**config.mk**
```make
export PLATFORM = sky130hd
export DESIGN_NAME = kesme_denetleyici
export DESIGN_NICKNAME = d
export VERILOG_FILES = /design/src/rtl/kesme_denetleyici_pkg.sv /design/src/rtl/kesme_denetleyici_zamanlayici.sv /design/src/rtl/kesme_denetleyici.sv
export SDC_FILE = /design/constraint.sdc
export NUM_CORES = 1
export LEC_CHECK = 0
export BUFFER_PORTS_ARGS = -buffer_cell sky130_fd_sc_hd__buf_2
export CAP_MARGIN = 5
export CORE_ASPECT_RATIO = 1.75
export CORE_UTILIZATION = 40
export CTS_BUF_LIST = sky130_fd_sc_hd__clkbuf_16
export DETAILED_ROUTE_END_ITERATION = 10
export PLACE_DENSITY = 0.68
export SYNTH_ARGS = -nofsm -noshare
export SYNTH_HDL_FRONTEND = slang
export SYNTH_SLANG_ARGS = --single-unit
```
**constraint.sdc**
```tcl
create_clock -name clk_i -period 8 [get_ports clk_i]
set_clock_uncertainty 0.15 [all_clocks]
set_input_delay 0.4 -clock clk_i [delete_from_list [all_inputs] [get_ports clk_i]]
set_output_delay 0.4 -clock clk_i [all_outputs]
set_load 0.01 [all_outputs]
```
**src/rtl/kesme_denetleyici_pkg.sv**
```systemverilog
// kesme_denetleyici_pkg: interrupt codes, mie/mip bit positions, timer register map and FSM states
package kesme_denetleyici_pkg;
  localparam int KOD_MSI = 3;
  localparam int KOD_MTI = 7;
  localparam int KOD_MEI = 11;
  localparam int BIT_MSI = 3;
  localparam int BIT_MTI = 7;
  localparam int BIT_MEI = 11;
  localparam logic [1:0] ADR_MTIME_LO = 2'd0;
  localparam logic [1:0] ADR_MTIME_HI = 2'd1;
  localparam logic [1:0] ADR_CMP_LO = 2'd2;
  localparam logic [1:0] ADR_CMP_HI = 2'd3;
  typedef enum logic [1:0] {BOSTA, ISTEK, SUN, BEKLE} durum_t;
  function automatic logic [3:0] oncelik(input logic p11, input logic p3);
    return p11 ? 4'(KOD_MEI) : p3 ? 4'(KOD_MSI) : 4'(KOD_MTI);
  endfunction
endpackage

```
**src/rtl/kesme_denetleyici_zamanlayici.sv**
```systemverilog
// kesme_denetleyici_zamanlayici: 64-bit mtime/mtimecmp with prescaler, register port and registered mtip
module kesme_denetleyici_zamanlayici
  import kesme_denetleyici_pkg::*;
#(
  parameter int ONBOLUCU = 1
) (
  input  logic        clk_i,
  input  logic        rst_i,
  input  logic        yaz_gecerli_i,
  input  logic [1:0]  yaz_adres_i,
  input  logic [31:0] yaz_veri_i,
  input  logic [1:0]  oku_adres_i,
  output logic [31:0] oku_veri_o,
  output logic        mtip_o
);
  logic [31:0] r_bolucu;
  logic [63:0] r_mtime;
  logic [63:0] r_mtimecmp;
  logic        r_mtip;
  logic        w_tik;
  assign w_tik = r_bolucu == 32'(ONBOLUCU - 1);
  assign mtip_o = r_mtip;
  // an mtime write wins over the tick for all 64 bits, so a carry never lands in the held half
  always_ff @(posedge clk_i or posedge rst_i)
    if (rst_i) begin
      r_bolucu <= '0;
      r_mtime <= '0;
      r_mtimecmp <= '1;
      r_mtip <= 1'b0;
    end else begin
      r_bolucu <= w_tik ? '0 : r_bolucu + 32'd1;
      if (yaz_gecerli_i && yaz_adres_i == ADR_MTIME_LO) r_mtime[31:0] <= yaz_veri_i;
      else if (yaz_gecerli_i && yaz_adres_i == ADR_MTIME_HI) r_mtime[63:32] <= yaz_veri_i;
      else if (w_tik) r_mtime <= r_mtime + 64'd1;
      if (yaz_gecerli_i && yaz_adres_i == ADR_CMP_LO) r_mtimecmp[31:0] <= yaz_veri_i;
      if (yaz_gecerli_i && yaz_adres_i == ADR_CMP_HI) r_mtimecmp[63:32] <= yaz_veri_i;
      r_mtip <= r_mtime >= r_mtimecmp;
    end
  always_comb
    oku_veri_o = oku_adres_i == ADR_MTIME_LO ? r_mtime[31:0] :
                 oku_adres_i == ADR_MTIME_HI ? r_mtime[63:32] :
                 oku_adres_i == ADR_CMP_LO   ? r_mtimecmp[31:0] : r_mtimecmp[63:32];
endmodule

```
**src/rtl/kesme_denetleyici.sv**
```systemverilog
// kesme_denetleyici: machine-mode interrupt controller; waits for an instruction boundary,
// then holds one trap request (cause, resume PS) until the CSR unit accepts it.
module kesme_denetleyici
  import kesme_denetleyici_pkg::*;
#(
  parameter int MXLEN    = 32,
  parameter int PS_BIT   = 32,
  parameter int ONBOLUCU = 1
) (
  input  logic              clk_i,
  input  logic              rst_i,
  input  logic              meip_i,
  input  logic              msip_i,
  input  logic              mstatus_mie_i,
  input  logic [MXLEN-1:0]  mie_i,
  input  logic              senkron_odd_i,
  input  logic              hat_bos_i,
  input  logic [PS_BIT-1:0] sonraki_ps_i,
  input  logic              odd_kabul_i,
  input  logic              yaz_gecerli_i,
  input  logic [1:0]        yaz_adres_i,
  input  logic [31:0]       yaz_veri_i,
  input  logic [1:0]        oku_adres_i,
  output logic [31:0]       oku_veri_o,
  output logic [MXLEN-1:0]  mip_o,
  output logic              durdur_o,
  output logic              odd_gecerli_o,
  output logic [MXLEN-1:0]  odd_kod_o,
  output logic [PS_BIT-1:0] odd_ps_o
);
  durum_t            r_durum;
  logic              r_meip_s1;
  logic              r_meip_s2;
  logic              r_durdur;
  logic              r_gecerli;
  logic [MXLEN-1:0]  r_kod;
  logic [PS_BIT-1:0] r_ps;
  logic              w_mtip;
  logic              w_p11;
  logic              w_p3;
  logic              w_p7;
  logic              w_kesme;
  logic              w_unused;
  kesme_denetleyici_zamanlayici #(.ONBOLUCU(ONBOLUCU)) u_zamanlayici (
    .clk_i         (clk_i),
    .rst_i         (rst_i),
    .yaz_gecerli_i (yaz_gecerli_i),
    .yaz_adres_i   (yaz_adres_i),
    .yaz_veri_i    (yaz_veri_i),
    .oku_adres_i   (oku_adres_i),
    .oku_veri_o    (oku_veri_o),
    .mtip_o        (w_mtip)
  );
  assign w_p11 = r_meip_s2 & mie_i[BIT_MEI];
  assign w_p3 = msip_i & mie_i[BIT_MSI];
  assign w_p7 = w_mtip & mie_i[BIT_MTI];
  assign w_kesme = mstatus_mie_i & (w_p11 | w_p3 | w_p7);
  assign w_unused = ^mie_i;
  assign durdur_o = r_durdur;
  assign odd_gecerli_o = r_gecerli;
  assign odd_kod_o = r_kod;
  assign odd_ps_o = r_ps;
  always_comb begin
    mip_o = '0;
    mip_o[BIT_MEI] = r_meip_s2;
    mip_o[BIT_MTI] = w_mtip;
    mip_o[BIT_MSI] = msip_i;
  end
  always_ff @(posedge clk_i or posedge rst_i)
    if (rst_i) begin
      r_meip_s1 <= 1'b0;
      r_meip_s2 <= 1'b0;
    end else begin
      r_meip_s1 <= meip_i;
      r_meip_s2 <= r_meip_s1;
    end
  // once in SUN the trap is committed: senkron_odd_i no longer matters there
  always_ff @(posedge clk_i or posedge rst_i)
    if (rst_i) begin
      r_durum <= BOSTA;
      r_durdur <= 1'b0;
      r_gecerli <= 1'b0;
      r_kod <= '0;
      r_ps <= '0;
    end else begin
      case (r_durum)
        BOSTA:
          if (w_kesme && !senkron_odd_i) begin
            r_durum <= ISTEK;
            r_durdur <= 1'b1;
          end
        ISTEK:
          if (senkron_odd_i || hat_bos_i) begin
            r_durdur <= 1'b0;
            r_durum <= (!senkron_odd_i && w_kesme) ? SUN : BOSTA;
            if (!senkron_odd_i && w_kesme) begin
              r_gecerli <= 1'b1;
              r_kod <= (MXLEN'(1) << (MXLEN - 1)) | MXLEN'(oncelik(w_p11, w_p3));
              r_ps <= sonraki_ps_i;
            end
          end
        SUN:
          if (odd_kabul_i) begin
            r_durum <= BEKLE;
            r_gecerli <= 1'b0;
          end
        default: r_durum <= BOSTA;
      endcase
    end
endmodule

```
==> results of run 1 <==
==> power breakdown <==
part,switching (µW),internal (µW),total (µW)
sequential,229,1280,1510
combinational,471,464,935
clock,404,504,908
total,1100,2250,3350
==> registers in the layout, indices dropped and copies added (netlist names) <==
register and count:
odd_kod_o 3, r_meip_s1 1, r_meip_s2 1, u_zamanlayici.mtip_o 1, r_durum 2, odd_gecerli_o 1, u_zamanlayici.r_mtimecmp 64, u_zamanlayici.r_mtime 64
odd_ps_o 32, u_zamanlayici.r_bolucu 32, durdur_o 1
==> per-stage QoR <==
| stage | area [µm²] | power [µW] | std cells | setup WS (ns) | hold WS (ns) |
|---|---|---|---|---|---|
| final | 14180 | 3352 | 1742 | 4.836 | -0.03417 |
| after global placement | 13100 | 2403 | 1659 | 4.823 | 0.1859 |
| after CTS | 14180 | 3386 | 1742 | 4.786 | 0.000008771 |
| after global routing | 14180 | 3556 | 1742 | 4.669 | 0.004721 |
| after detailed placement | 13100 | 2443 | 1659 | 4.792 | 0.1865 |
| after floorplan | 12380 | 2103 | 1212 | 2.045 | 0.1812 |
==> kinds of logic after synthesis <==
group	share of synthesized area [%]
fa+ha+maj	6.884
other cells	0.03079
xor+xnor	6.329
flops	42.17
compound gates	6.000
buf+inv	7.387
mux	14.97
simple gates	16.23
==> final cells by class <==
| cell class | instances | area [µm²] |
|---|---|---|
| fill | 2797 | 15780 |
| multi-input combinational | 836 | 6369 |
| sequential | 202 | 5135 |
| timing repair buffer | 208 | 1296 |
| clock buffer | 21 | 525.5 |
| tap | 387 | 484.2 |
| inverter | 73 | 281.5 |
| clock inverter | 15 | 87.58 |
==> placed cells by master (no fill, tap or decap), drive strengths merged, types with 53 or more instances in the layout <==
| master | Yosys | routed |
|---|---|---|
| conb | 1 | 56 |
| buf | 76 | 161 |
| mux2 | 97 | 97 |
| dfstp | 64 | 64 |
| nand4 | 53 | 53 |
| inv | 73 | 80 |
| dfrtp | 138 | 138 |
| ha | 67 | 67 |
| nand2 | 108 | 108 |
| o21ai | 69 | 69 |
==> how the worst min path moves through the flow <==
stage,slack [ns],to,cells after the start,startpoint
after floorplan,0.18,r_meip_s2,0,r_meip_s1
after global placement,0.19,r_meip_s2,0,r_meip_s1
after detailed placement,0.19,r_meip_s2,0,r_meip_s1
after CTS,0.000009,odd_ps_o[29],2,sonraki_ps_i[29]
after global routing,0.005,odd_ps_o[29],2,sonraki_ps_i[29]
final,-0.03,odd_ps_o[10],2,rst_i
==> metal layers <==
metal	vias up	share of wire (%)	GRT usage [%]	routed length [µm]
met2	339	55	40.63	17840
met1	4715	35	21.25	11390
met3	106	3.9	2.418	1278
met5	-	0	0	0
met4	0	6.4	14.38	2077
li1	4391	-	-	-
==> worst max-delay path, stage by stage, from the launching register on <==
cell,delay [ns]
dfrtp_1,0.44
nor4_1,0.41
and4_1,0.39
nand3_1,0.76
nor4_2,0.60
xnor2_1,0.17
a21oi_1,0.09
==> timing repair <==
action / 4_1_cts / 5_1_grt
endpoints found under the setup margin: 0 / 0
endpoints found under the hold margin: 51 / 0
hold buffers: 47 / 0
==> summary.md, run 1 <==
| Metric | Value |
|---|---|
| Status | finished with violations |
| Failing checks | negative hold slack |
| Most frequent cells after synthesis | dfrtp_1 (138), nand2_1 (108), mux2_2 (97) |
| Seq/Total Area, Yosys | 42.17% |
| Layout Nets | 1,517 |
| Worst Tran Pin Value | 1.049 ns |
| Starting Density | 40.66% |
| Flops & latches, synth | 202 |
| R2R Setup Slk | ~4.8 ns |
| P per Cell Area | 236.4 nW/µm² |
| Longest Clk Path Bufs | 3 |
| Post-synth EDFFs | 0 |
| Final GP Congestion | 0.8984 |
| Main area contributors after synthesis | dfrtp_1 (28%), dfstp_2 (14%), mux2_2 (9.0%) |
| Vias in the first global route | 9,821 |
| Largest net degree at the start of global routing | 143 |
| Layout cells sized above 1 | roughly 30% |
| # diodes | 0 |
| Top cell type by total area after synthesis | dfrtp_1 |
| Synth Cell Area | 12,180 µm² |
| Leak | 0.006313 µW |
| 1st-pass router iterations | 5 |
| Startpoint of the worst register-to-register path | u_zamanlayici.r_bolucu[10] |
| Cell Rows | 84 |
| CTS sink cnt | 202 |
| Die Area | around 31,000 µm² |
| Die width | 133.9 µm |
| Placeable Area | 29,950 µm² |
| Final ANT Viol Nets | 0 |
| First-pass GRT wire length | 51,400 µm |
| Achievable Freq | 316.0 MHz |
| Worst vdd ir | 155.9 µV |
| Total CTS buffers | 20 |
| Resized Gates After CTS | 0 |
| Hold Vio Cnt, Final | 42 |
| Die span in y | 232.8 µm |
| Via Count | 9,551 |
| Yosys cell types | 52 |
| Post-DP HPWL | 23,560 µm |
| Setup crit start kind | flop |
| WP data arrival | 3.37 ns |
| Critical Path Sink Type | flop |
| I/O pin cnt | 239 |
| Antenna violations before repair | 0 |
| Max-Cap Viols | 0 |
| Hold_ws | -0.03417 ns |
| Mapped Cells | 1,157 |
| Post-synth top area share | 28.36% |
| Slew Limit Fails | 0 |
| FF-to-FF End | u_zamanlayici.r_mtime[63] |
| Wire per inst | around 19 µm |
| CP startpoint | u_zamanlayici.r_bolucu[10] |
| CP Max Fanout | 20 |
| Tightest Hold Check Type | input port to asynchronous set/reset pin |
| Tmin final | 3.164 ns |
| Period Utilization, post-route | 39.55% |
| Synth Flop Type | dfrtp_1 |
| Post-CTS setup repair buffer count | 0 |
| Clock transition at path regs | 0.07 ns |
| GRT overflow | 0 |
| Slew margin rel. | 29.97% |
| Final setup vio count | 0 |
| R2R cell count | 6 |
| Port bufs | 153 |
| Asr flop ratio synth | 100.0% |
| Area Growth Syn to Fin | 16.43% |
| # DRC | 0 |
| Post-route setup TNS | 0 ns |
| Capture point of the worst path | u_zamanlayici.r_mtime[63] |
| CP Class | flop to flop |
| CTS tree | done |
| Syn avg cell area | between 10 and 15 µm² |
| Total GRT Usage | around a fifth |
| Ys Warns | 0 |
| RSZ-0062 raised after global routing | false |
| Via/cell ratio | 5.483 |
| Worst EP required | 8.21 ns |
| Most common cell in the netlist | dfrtp_1 |
| H-tree depth | 1 |
| Clock Latency Late Sink | approximately 0.52 ns |
| Initial drt markers | 455 |
| Total wire length | 32,590 µm |
| Clock root buffer | clkbuf_16 |
| Post-route core utilization | 47.34% |
Note: power is estimated with default switching activity, not from simulation.
==> inputs of run 2 (changes only) <==
Settings changed: PLACE_DENSITY 0.68 to 0.7.
Clock period 8 ns to 2.5 ns, I/O delays scaled along.
==> summary.md, run 2 (same netlist as run 1, synthesis figures left out) <==
| Metric | Value |
|---|---|
| CP Max Fanout | 9 (was 20) |
| Slew Limit Fails | 0 (unchanged) |
| Via Count | 10.07k (was 9,551) |
| Worst Tran Pin Value | 0.5486 ns (was 1.049 ns) |
| # diodes | 0 (unchanged) |
| Slew margin rel. | 63.43% (was 29.97%) |
| # DRC | 0 (unchanged) |
| Setup crit start kind | flop (unchanged) |
| Layout cells sized above 1 | 35.25% (was 29.59%) |
| DP Cell Count | 1,755 (was 1,659) |
| Tmin final | 2.399 ns (was 3.164 ns) |
| Longest Clk Path Bufs | 3 (unchanged) |
| Die Area | 31,170 µm² (unchanged) |
| Post-DP HPWL | 26,220 µm (was 23,560 µm) |
| Most frequent cells in the layout | buf_2 (153), dfrtp_1 (137), nand2_1 (108) (was buf_2 (153), dfrtp_1 (138), nand2_1 (108)) |
| Initial drt markers | 512 (was 455) |
| Starting Density | 40.66% (unchanged) |
| Worst EP required | 2.76 ns (was 8.21 ns) |
| Period Utilization, post-route | 95.98% (was 39.55%) |
| Critical Path Sink Type | flop (unchanged) |
| P per Cell Area | 746.4 nW/µm² (was 236.4 nW/µm²) |
| Final instance count without filler cells | 1,868 (was 1,742) |
| Die width | 133.9 µm (unchanged) |
| Worst vdd ir | 616.6 µV (was 155.9 µV) |
| Cell Rows | 84 (unchanged) |
| Total CTS buffers | 21 (was 20) |
| Leak | 0.006984 µW (was 0.006313 µW) |
| WP data arrival | 2.66 ns (was 3.37 ns) |
| H-tree depth | 1 (unchanged) |
| Final GP Congestion | 0.9418 (was 0.8984) |
| Final Power | 11,530 µW (was 3352 µW) |
| Placeable Area | 29,950 µm² (unchanged) |
| Final ANT Viol Nets | 0 (unchanged) |
| Port bufs | 153 (unchanged) |
| Area Growth Syn to Fin | 26.90% (was 16.43%) |
| 1st-pass router iterations | 5 (unchanged) |
| Max-Cap Viols | 0 (unchanged) |
| First-pass GRT wire length | 55,190 µm (was 51,400 µm) |
| Hold Vio Cnt, Final | 0 (was 42) |
| Die span in y | 232.8 µm (unchanged) |
| Largest regs | u_zamanlayici.r_mtime x64, u_zamanlayici.r_mtimecmp x64 (unchanged) |
| CP Class | flop to flop (unchanged) |
| R2R cell count | 11 (was 6) |
| Most common cell after layout, fill and taps aside | buf_2 (unchanged) |
| Clock transition at path regs | 0.07 ns (about the same) |
| Status | complete, no violations (was finished with violations) |
| Final setup vio count | 0 (unchanged) |
| Vias in the first global route | 10.62k (was 9,821) |
| Tightest Hold Check Type | input port to asynchronous set/reset pin (unchanged) |
| CTS sink cnt | 202 (unchanged) |
| Layout Nets | 1,642 (was 1,517) |
| Antenna violations before repair | 0 (unchanged) |
| RSZ-0062 raised after global routing | true (was false) |
| GRT overflow | 0 (unchanged) |
| Largest net degree at the start of global routing | 66 (was 143) |
| Total GRT Usage | 22.93% (was 21.29%) |
| Post-route core utilization | 51.59% (was 47.34%) |
| Wire per inst | 19.08 µm (was 18.71 µm) |
| Achievable Freq | 416.8 MHz (was 316.0 MHz) |
| I/O pin cnt | 239 (unchanged) |
| Via/cell ratio | 5.390 (was 5.483) |
| Total wire length | 35,640 µm (was 32,590 µm) |
| Clock root buffer | clkbuf_16 (unchanged) |
| Clock Latency Late Sink | 0.53 ns (was 0.52 ns) |
| CTS tree | done (unchanged) |
## run 2: per-layer routing
| metal | global-route usage (%) | share of wire [%] | vias to the layer above |
|---|---|---|---|
| met5 | 0 | 0 | - |
| met4 | 17.65 | 7.3 | 0 |
| met3 | 3.268 | 5.0 | 140 |
| met2 | 43.39 | 55 | 420 |
| met1 | 21.93 | 33 | 4887 |
| li1 | - | - | 4621 |
## run 2: layout make-up
cell class                 count  area, µm²
clock buffer                  21      525.5
clock inverter                17      182.7
fill                        2677      14500
inverter                      73      277.8
multi-input combinational    836       6462
sequential                   202       5136
tap                          387      484.2
timing repair buffer         332       2385
## run 2: through the flow
stage	cell area (µm²)	setup slack [ns]	hold WS (ns)	setup TNS, ns
final	15450	0.1006	0.01589	0
after global routing	15450	-0.01448	0.04109	-0.03648
after global placement	13900	0.06247	0.01929	0
after detailed placement	13900	-0.0007641	0.02283	-0.0007641
after floorplan	12390	-0.3391	0.006430	-46.79
after CTS	15340	0.005742	0.007853	0
## run 2: timing repair
action / 4_1_cts / 5_1_grt
endpoints found under the setup margin: 3 / 34
hold buffers: 72 / 0
pin swaps: 0 / 4
gates cloned: 0 / 1
buffers inserted: 1 / 1
gates resized for setup: 0 / 22
endpoints found under the hold margin: 307 / 0
## run 2: path summary, 6_finish.rpt
check,end,slack [ns],from
max reg2reg,u_zamanlayici.r_mtime[62],0.10,u_zamanlayici.r_bolucu[1]
max in group asynchronous,u_zamanlayici.r_mtimecmp[49],1.45,rst_i
min in group clk_i,odd_gecerli_o,0.03,senkron_odd_i
max,u_zamanlayici.r_mtime[62],0.10,u_zamanlayici.r_bolucu[1]
min reg2reg,r_meip_s2,0.21,r_meip_s1
min,u_zamanlayici.r_mtime[33],0.02,rst_i
## run 2: power by group
| group | internal [µW] | switching [µW] |
|---|---|---|
| logic | 1750 | 1840 |
| clock network | 1940 | 1360 |
| registers | 4100 | 540 |
| total | 7790 | 3740 |
## run 2: worst max-delay path: stages, from the launching register on
cell	delay (ns)
dfrtp_1	0.40
inv_1	0.07
ha_1	0.14
nor4b_4	0.22
nand4_1	0.12
buf_4	0.18
nor3_4	0.15
buf_4	0.18
buf_4	0.19
and4_1	0.26
xnor2_1	0.14
a21oi_1	0.08
==> inputs of run 3 (changes only) <==
Settings changed: REMOVE_ABC_BUFFERS set to 1.
==> summary.md, run 3 (same netlist as run 1, synthesis figures left out) <==
| Metric | Value |
|---|---|
| Period Utilization, post-route | 96.12% (was 95.98%) |
| Wire per inst | 18.87 µm (was 19.08 µm) |
| Leak | 0.007011 µW (was 0.006984 µW) |
| 1st-pass router iterations | 5 (unchanged) |
| GRT overflow | 0 (unchanged) |
| Met2 WL | 19,320 µm (was 19,440 µm) |
| Most common cell after layout, fill and taps aside | buf_2 (unchanged) |
| Cell Rows | 84 (unchanged) |
| CP Max Fanout | 6 (was 9) |
| Tmin final | 2.403 ns (was 2.399 ns) |
| Most frequent cells in the layout | buf_2 (153), dfrtp_1 (138), nand2_1 (107) (was buf_2 (153), dfrtp_1 (137), nand2_1 (108)) |
| Placeable Area | 29,950 µm² (unchanged) |
| H-tree depth | 1 (unchanged) |
| Final Power | 11,500 µW (was 11,530 µW) |
| Final Worst Setup Slack | 0.09709 ns (was 0.1006 ns) |
| Antenna violations before repair | 0 (unchanged) |
| WL met3 | 1606 µm (was 1785 µm) |
| Critical Path Sink Type | flop (unchanged) |
| Startpoint of the worst register-to-register path | u_zamanlayici.r_mtime[9] (was u_zamanlayici.r_bolucu[1]) |
| # DRC | 0 (unchanged) |
| RSZ-0062 raised after global routing | true (unchanged) |
| Layout Nets | 1,641 (was 1,642) |
| Clock root buffer | clkbuf_16 (unchanged) |
| Initial drt markers | 520 (was 512) |
| Tightest Hold Check Type | input port to flop (was input port to asynchronous set/reset pin) |
| Starting Density | 40.66% (unchanged) |
| Vias in the first global route | 10.54k (was 10.62k) |
| Met1 Wirelength | 11,830 µm (was 11,820 µm) |
| Clock transition at path regs | 0.06 ns (was 0.07 ns) |
| CTS tree | done (unchanged) |
| Final GP Congestion | 0.9353 (was 0.9418) |
| R2R Setup Slk | 0.1 ns (was 0.10 ns) |
| Final setup vio count | 0 (unchanged) |
| Total CTS buffers | 21 (unchanged) |
| Min-delay src | senkron_odd_i |
| Setup crit start kind | flop (unchanged) |
| Status | complete, no violations (unchanged) |
| WP data arrival | 2.65 ns (was 2.66 ns) |
| Largest net degree at the start of global routing | 92 (was 66) |
| Longest Clk Path Bufs | 3 (unchanged) |
| Die span in y | 232.8 µm (unchanged) |
| Clock Latency Late Sink | 0.52 ns (was 0.53 ns) |
| Die Area | 31,170 µm² (unchanged) |
| Largest regs | u_zamanlayici.r_mtime x64, u_zamanlayici.r_mtimecmp x64 (unchanged) |
| # diodes | 0 (unchanged) |
| Post-route core utilization | 51.70% (was 51.59%) |
| R2R cell count | 8 (was 11) |
| Top sig layer | met4 (unchanged) |
| Max-Cap Viols | 0 (unchanged) |
| Post-DP HPWL | 26,110 µm (was 26,220 µm) |
| Worst EP required | 2.75 ns (was 2.76 ns) |
| I/O pin cnt | 239 (unchanged) |
| Total GRT Usage | 22.92% (was 22.93%) |
| WHS Endpoint | odd_gecerli_o |
| P per Cell Area | 742.8 nW/µm² (was 746.4 nW/µm²) |
| Worst Tran Pin Value | 0.6752 ns (was 0.5486 ns) |
| Slew Limit Fails | 0 (unchanged) |
| Final instance count without filler cells | 1,867 (was 1,868) |
| Via/cell ratio | 5.376 (was 5.390) |
| First-pass GRT wire length | 55,070 µm (was 55,190 µm) |
| Achievable Freq | 416.2 MHz (was 416.8 MHz) |
| Area Growth Syn to Fin | 27.17% (was 26.90%) |
| Final ANT Viol Nets | 0 (unchanged) |
| Die width | 133.9 µm (unchanged) |
| Layout cells sized above 1 | 35.68% (was 35.25%) |
| Worst vdd ir | 557.9 µV (was 616.6 µV) |
| Slew margin rel. | 54.99% (was 63.43%) |
| Hold_ws | 0.04132 ns (was 0.01589 ns) |
| Hold Path Stages | 4 |
| FF-to-FF End | u_zamanlayici.r_mtime[63] (was u_zamanlayici.r_mtime[62]) |
| Port bufs | 153 (unchanged) |
| Hold Vio Cnt, Final | 0 (unchanged) |
| CP Class | flop to flop (unchanged) |
| Pre-CTS setup slack | -0.08626 ns (was -0.0007641 ns) |
| DP Cell Count | 1,752 (was 1,755) |
| CTS sink cnt | 202 (unchanged) |
| Total wire length | 35,230 µm (was 35,640 µm) |
| Via Count | 10.04k (was 10.07k) |
-- run 3: area by class of cell --
class	count	area (µm²)
inverters	73	281.5
clock buffers	21	525.5
clock inverters	17	192.7
fillers	2614	14470
repair buffers	331	2345
flip-flops and latches	202	5135
multi-input cells	836	6523
well taps	387	484.2
-- run 3: worst max path at each step --
| stage | start | endpoint | slack (ns) |
|---|---|---|---|
| 4_1_cts | u_zamanlayici.r_bolucu[1] | u_zamanlayici.r_mtime[53] | 0.02 |
| 3_5_place_dp | u_zamanlayici.r_mtime[9] | u_zamanlayici.r_mtime[55] | -0.09 |
| 5_1_grt | u_zamanlayici.r_mtimecmp[30] | u_zamanlayici.mtip_o | -0.006 |
| 6_report | u_zamanlayici.r_mtime[9] | u_zamanlayici.r_mtime[63] | 0.1 |
| 3_3_place_gp | u_zamanlayici.r_mtime[9] | u_zamanlayici.r_mtime[55] | -0.06 |
| 2_1_floorplan | rst_i | durdur_o | -3.18 |
-- run 3: per-layer routing --
metal	vias to the layer above	GRT usage, %
li1	4630	-
met1	4909	22.05
met2	376	44.06
met3	122	2.702
met4	0	16.69
met5	-	0
-- run 3: worst max-delay path, cell delays in order (launching register included) --
cell,delay [ns]
dfrtp_1,0.42
and4_2,0.33
and4_4,0.31
nand4_1,0.24
buf_4,0.22
nor4_2,0.24
buf_4,0.17
xnor2_1,0.11
a21oi_1,0.08
-- run 3: per-stage QoR --
step,setup TNS (ns),area [µm²]
finish,0,15490
global route,-0.006119,15490
CTS,0,15310
detailed placement,-0.08626,13860
global placement,-0.06005,13860
floorplan,-651.12,11760
-- run 3: where the power goes --
part | internal [µW] | total [µW] | switching [µW]
Sequential | 4100 | 4640 | 545
Combinational | 1750 | 3580 | 1820
Clock | 1950 | 3280 | 1330
-- run 3: what timing repair did --
| item | 4_1_cts | 5_1_grt |
|---|---|---|
| pin swaps | 1 | 8 |
| buffers inserted | 1 | 4 |
| hold buffers | 72 | 0 |
| resized for setup | 3 | 27 |
| hold endpoints to repair | 245 | 0 |
| setup endpoints to repair | 2 | 36 |
